--- config.mk ---
export PLATFORM = sky130hd
export DESIGN_NAME = svx32_dmem_arbiter
export DESIGN_NICKNAME = d
export VERILOG_FILES = /design/src/rtl/svx32_dmem_arbiter.sv
export SDC_FILE = /design/constraint.sdc
export NUM_CORES = 1
export LEC_CHECK = 0
export CAP_MARGIN = 15
export CORE_AREA = 2 2 121 123
export CTS_CLUSTER_DIAMETER = 100
export DETAILED_ROUTE_END_ITERATION = 6
export DIE_AREA = 0 0 123 125
export PLACE_DENSITY = 0.7
export SETUP_SLACK_MARGIN = 0.3
export SLEW_MARGIN = 20
export SYNTH_ARGS = -nofsm -noshare
export SYNTH_HDL_FRONTEND = slang
export SYNTH_SLANG_ARGS = --single-unit
export TNS_END_PERCENT = 20
--- constraint.sdc ---
create_clock -name pil_clk -period 1.8 [get_ports pil_clk]
set_clock_uncertainty 0.15 [all_clocks]
set_input_delay 0.45 -clock pil_clk [delete_from_list [all_inputs] [get_ports pil_clk]]
set_output_delay 0.45 -clock pil_clk [all_outputs]
set_load 0.02 [all_outputs]
--- src/rtl/svx32_dmem_arbiter.sv ---
`timescale 1ns / 1ps
`default_nettype none
// ============================================================================
// Module   : svx32_dmem_arbiter
// Brief    : Two-master round-robin arbiter for the sparrowx32 data-memory port.
//            Optional watchdog abort enabled by defining SVX32_ARB_TIMEOUT_EN.
// Revision : 1.0 - initial release
// ============================================================================
module svx32_dmem_arbiter #(
  parameter int ADDR_W         = 32,
  parameter int DATA_W         = 32,
  parameter int TIMEOUT_CYCLES = 64
) (
  input  logic                pil_clk,
  input  logic                pil_rst_n,
  input  logic                pil_m0_mem_req,
  input  logic                pil_m0_mem_wen,
  input  logic [ADDR_W-1:0]   piv_m0_mem_addr,
  input  logic [DATA_W-1:0]   piv_m0_mem_wdata,
  input  logic [DATA_W/8-1:0] piv_m0_mem_byte_sel,
  output logic                pol_m0_mem_ack,
  output logic                pol_m0_mem_valid,
  output logic [DATA_W-1:0]   pov_m0_mem_rdata,
  input  logic                pil_m1_mem_req,
  input  logic                pil_m1_mem_wen,
  input  logic [ADDR_W-1:0]   piv_m1_mem_addr,
  input  logic [DATA_W-1:0]   piv_m1_mem_wdata,
  input  logic [DATA_W/8-1:0] piv_m1_mem_byte_sel,
  output logic                pol_m1_mem_ack,
  output logic                pol_m1_mem_valid,
  output logic [DATA_W-1:0]   pov_m1_mem_rdata,
  output logic                pol_mem_req,
  output logic                pol_mem_wen,
  output logic [ADDR_W-1:0]   pov_mem_addr,
  output logic [DATA_W-1:0]   pov_mem_wdata,
  output logic [DATA_W/8-1:0] pov_mem_byte_sel,
  input  logic                pil_mem_ack,
  input  logic                pil_mem_valid,
  input  logic [DATA_W-1:0]   piv_mem_rdata,
  output logic [1:0]          pov_grant,
  output logic                pol_timeout
);

  typedef enum logic [1:0] {
    S_IDLE  = 2'd0,
    S_REQ   = 2'd1,
    S_RDATA = 2'd2
  } state_t;

  state_t              r_state;
  state_t              w_next_state;
  logic                r_rr_ptr;
  logic [1:0]          r_grant;
  logic                r_wen;
  logic [ADDR_W-1:0]   r_addr;
  logic [DATA_W-1:0]   r_wdata;
  logic [DATA_W/8-1:0] r_byte_sel;

  logic w_any_req;
  logic w_pick_m1;
  logic w_in_req;
  logic w_in_rdata;
  logic w_mem_acc;
  logic w_rd_done;
  logic w_complete;
  logic w_timeout;
  logic w_finish;
  logic w_ack;
  logic w_valid;

  assign w_any_req  = pil_m0_mem_req | pil_m1_mem_req;
  // m1 wins when alone or when it holds the round-robin priority.
  assign w_pick_m1  = pil_m1_mem_req & (~pil_m0_mem_req | r_rr_ptr);
  assign w_in_req   = (r_state == S_REQ);
  assign w_in_rdata = (r_state == S_RDATA);
  assign w_mem_acc  = w_in_req & pil_mem_ack;
  assign w_rd_done  = (w_mem_acc & ~r_wen & pil_mem_valid) | (w_in_rdata & pil_mem_valid);
  assign w_complete = (w_mem_acc & r_wen) | w_rd_done;
  assign w_finish   = w_complete | w_timeout;

`ifdef SVX32_ARB_TIMEOUT_EN
  localparam int CNT_W = (TIMEOUT_CYCLES > 2) ? $clog2(TIMEOUT_CYCLES) : 1;
  logic [CNT_W-1:0] r_to_cnt;

  always_ff @(posedge pil_clk or negedge pil_rst_n) begin
    if (!pil_rst_n) begin
      r_to_cnt <= '0;
    end else if (r_state == S_IDLE) begin
      r_to_cnt <= '0;
    end else begin
      r_to_cnt <= r_to_cnt + CNT_W'(1);
    end
  end

  // A completion landing on the limit cycle takes precedence over the abort.
  assign w_timeout = (r_state != S_IDLE) && (r_to_cnt == CNT_W'(TIMEOUT_CYCLES - 1)) && !w_complete;
`else
  assign w_timeout = 1'b0;
`endif

  always_ff @(posedge pil_clk or negedge pil_rst_n) begin
    if (!pil_rst_n) begin
      r_state <= S_IDLE;
    end else begin
      r_state <= w_next_state;
    end
  end

  always_comb begin
    w_next_state     = r_state;
    w_ack            = 1'b0;
    w_valid          = 1'b0;
    pol_mem_req      = 1'b0;
    pol_timeout      = 1'b0;
    pol_m0_mem_ack   = 1'b0;
    pol_m1_mem_ack   = 1'b0;
    pol_m0_mem_valid = 1'b0;
    pol_m1_mem_valid = 1'b0;
    pov_m0_mem_rdata = '0;
    pov_m1_mem_rdata = '0;
    case (r_state)
      S_IDLE:  if (w_any_req) w_next_state = S_REQ;
      S_REQ:   if (w_finish) w_next_state = S_IDLE;
               else if (w_mem_acc) w_next_state = S_RDATA;
      S_RDATA: if (w_finish) w_next_state = S_IDLE;
      default: w_next_state = S_IDLE;
    endcase
    pol_mem_req = w_in_req;
    pol_timeout = w_timeout;
    // An abort still hands the winner its ack, plus a zero-data valid for reads.
    w_ack       = w_mem_acc | (w_timeout & w_in_req);
    w_valid     = w_rd_done | (w_timeout & ~r_wen);
    pol_m0_mem_ack   = w_ack & r_grant[0];
    pol_m1_mem_ack   = w_ack & r_grant[1];
    pol_m0_mem_valid = w_valid & r_grant[0];
    pol_m1_mem_valid = w_valid & r_grant[1];
    if (w_rd_done && r_grant[0]) pov_m0_mem_rdata = piv_mem_rdata;
    if (w_rd_done && r_grant[1]) pov_m1_mem_rdata = piv_mem_rdata;
  end

  always_ff @(posedge pil_clk or negedge pil_rst_n) begin
    if (!pil_rst_n) begin
      r_rr_ptr   <= 1'b0;
      r_grant    <= 2'b00;
      r_wen      <= 1'b0;
      r_addr     <= '0;
      r_wdata    <= '0;
      r_byte_sel <= '0;
    end else if ((r_state == S_IDLE) && w_any_req) begin
      r_grant    <= w_pick_m1 ? 2'b10 : 2'b01;
      r_wen      <= w_pick_m1 ? pil_m1_mem_wen      : pil_m0_mem_wen;
      r_addr     <= w_pick_m1 ? piv_m1_mem_addr     : piv_m0_mem_addr;
      r_wdata    <= w_pick_m1 ? piv_m1_mem_wdata    : piv_m0_mem_wdata;
      r_byte_sel <= w_pick_m1 ? piv_m1_mem_byte_sel : piv_m0_mem_byte_sel;
    end else if (w_finish) begin
      r_grant  <= 2'b00;
      r_rr_ptr <= ~r_grant[1];
    end
  end

  assign pol_mem_wen      = r_wen;
  assign pov_mem_addr     = r_addr;
  assign pov_mem_wdata    = r_wdata;
  assign pov_mem_byte_sel = r_byte_sel;
  assign pov_grant        = r_grant;

endmodule
`default_nettype wire

==> results.cfg, run 1 <==
[cts]
path_clk_slew_ps = 60
cts_tree = yes
root_buffer = clkbuf_16
clkLatencyLatePin_ps = 330
clock_path_buffers = 2
h-tree-depth = 3
cts_buffers = 9
numClockSinks = 74

[synth]
syn_nets = 522
synth_cells = 346
yosys_warnings = 0
syn_area_per_cell_um2 = 11.4
synth_edf_count = 0
ys_ff_latch = 74
yosys.area.top_type = dfrtp_1
synthFlopType = dfrtp_1
synth_commonest_cells = dfrtp_1 (74), a21boi_0 (69), a221o_1 (69), and3_1 (67), clkbuf_1 (22)
synth.distinct_cells = 27
async_reset_ff_frac = 1.00
synth_most_common_cell = dfrtp_1
ys_top_cells_by_area = dfrtp_1 (47%), a221o_1 (18%), a21boi_0 (13%)
ys_seq_area_frac = 0.471
yosysTopAreaCellShare = 0.471
syn-cell-area_um2 = 3940

[sta]
rsz0062_at_grt = true
fmax_mhz = 401
report.final.hold_viol_count = 0
finalCritPeriodShare = 1.39
layout_min_cycle_time_ps = 2490
holdWs_ps = 368
setup_violations = 69
worst_slack_ps = -694
slew_violations = 0

[die]
die_y_um = 125
die_w_um = 123
initial_utilization = 0.277
fp-row-count = 44
ios = 317
coreArea_um2 = 14200
dieArea_um2 = 15400

[worst_setup_path]
path_depth = 6
path_class = flip-flop to primary output
cp_max_fo = 9
required_ps = 1200
rr_worst_depth = 5
end_kind = primary output
slowest_delay_ps = 410
worstPathArrival_ps = 1890
startpoint_type = flip-flop
worstPathCellList = nor4bb_2 -> o21a_2 -> buf_12 -> buf_16 -> and3_4 -> buf_6
path_buf_inv = 3
critical-path-top-delay-family = simple AND/OR/NAND/NOR gates
slowest_stage = dfrtp_1

[route]
drc_errors = 0
vias_per_cell = 5.22
vias = 4476
routed_wl_mm = 16.8
wl_per_cell_um = 19.6
antenna_left = 0
drt_first_pass_iters = 4
drtIter0Drc = 134

[power_and_ir_drop]
p_leak_nw = 3.69
power.total_mw = 12.4
ir_drop_mv = 0.678
power_density_nw_per_um2 = 1470

[placed_design]
io_buffer_count = 315
place.gp.congestion = 0.788
dp_hpwl_mm = 11.7

[flow_run]
drv_cap = 0

[hold_path]
hold_path.class = input port to asynchronous set/reset pin

[global_routing]
antenna_found_initial = 1
gr-total-overflow = 0
grt_first_pass_wirelength_mm = 25.0
grt_max_degree = 41
grt_pass1_vias = 4654
gr-usage-all-layers = 0.209

[outcome]
violations = setup timing
status = finished with violations

[final_layout]
drive_above_1_share = 0.428
layout.nets = 844
syn_to_final_growth_pct = 115
-- final cells by class --
class	instances	area, µm²
inverter	3	11.3
antenna	1	2.50
clock buffer	11	243
tap	184	230
timing repair buffer	355	3830
clock inverter	5	85.1
multi-input combinational	225	2190
fill	1123	5760
sequential	74	1850
-- worst paths after layout --
| kind | start | endpoint | slack (ps) |
|---|---|---|---|
| max in group asynchronous | pil_rst_n | pol_mem_wen | 580 |
| worst min-delay path | pil_rst_n | pov_mem_wdata[27] | 370 |
| min in group pil_clk | r_rr_ptr | r_rr_ptr | 420 |
| worst max-delay path | r_state[0] | pov_m0_mem_rdata[24] | -690 |
| worst min register to register | r_rr_ptr | r_rr_ptr | 420 |
| worst max register to register | r_state[1] | pov_mem_wdata[16] | 80 |
-- timing repair --
item,4_1_cts,5_1_grt
gates resized for setup,713,217
hold buffers,1,0
pin swaps,39,88
setup endpoints to repair,214,202
gates cloned,3,2
endpoints found under the hold margin,16,0
buffers inserted,4,2
-- stage by stage --
step	area, µm²	setup slack (ps)	instances	util	setup TNS (ps)
after floorplan	4140	-165	346	-	-10040
after global placement	7560	-1240	829	0.532	-106410
after detailed placement	7560	-1250	829	0.532	-108250
after CTS	7870	-753	853	0.554	-44630
after global routing	8450	-776	858	0.595	-49510
final	8450	-694	858	0.595	-43990
-- worst reg2reg max path, delay by kind of cell, from the launching register on --
| kind | cells | cell delay, ps |
|---|---|---|
| compound gates | 2 | 530 |
| buf+inv | 3 | 560 |
| flops | 1 | 420 |
-- cells by family after synthesis --
| group | after synthesis | synth area share |
|---|---|---|
| buf+inv | 47 | 0.0769 |
| simple gates | 78 | 0.124 |
| mux | 1 | 0.00254 |
| compound gates | 145 | 0.325 |
| other cells | 1 | 0.000953 |
| flops | 74 | 0.471 |
-- where the power goes --
part	internal (mW)	total [mW]	switching, mW
clock	1.26	1.99	0.729
sequential	2.48	3.06	0.582
combinational	3.91	7.38	3.47
-- per-layer routing --
metal / part of all wire / track usage / vias to the layer above
li1: - / - / 2019
met1: 0.37 / 0.232 / 2208
met2: 0.52 / 0.371 / 214
met3: 0.082 / 0.0616 / 35
met4: 0.025 / 0.0816 / 0
met5: 0 / 0 / -
-- cell usage in the layout, fill, tap and decap left out, types with 12 or more instances in the layout --
| cell type | instances |
|---|---|
| clkdlybuf4s50_1 | 170 |
| and3_4 | 52 |
| dfrtp_1 | 73 |
| a21boi_1 | 12 |
| a221o_1 | 69 |
| a21boi_0 | 30 |
| buf_6 | 137 |
| and3_1 | 15 |
| buf_4 | 14 |
| a21boi_2 | 27 |
| buf_12 | 14 |
-- flip-flops by register name (all words and copies together), names as in the netlist --
| name | count |
|---|---|
| pov_mem_addr | 32 |
| pov_mem_wdata | 32 |
| pov_mem_byte_sel | 4 |
| pov_grant | 2 |
| r_state | 2 |
| pol_mem_wen | 1 |
| r_rr_ptr | 1 |
(Power assumes the default switching activity.)
==> inputs of run 2 (changes only) <==
- HOLD_SLACK_MARGIN: unset -> 0.03
==> results of run 2 <==
Same layout as run 1: the final DEF is identical, and so are final timing and power.
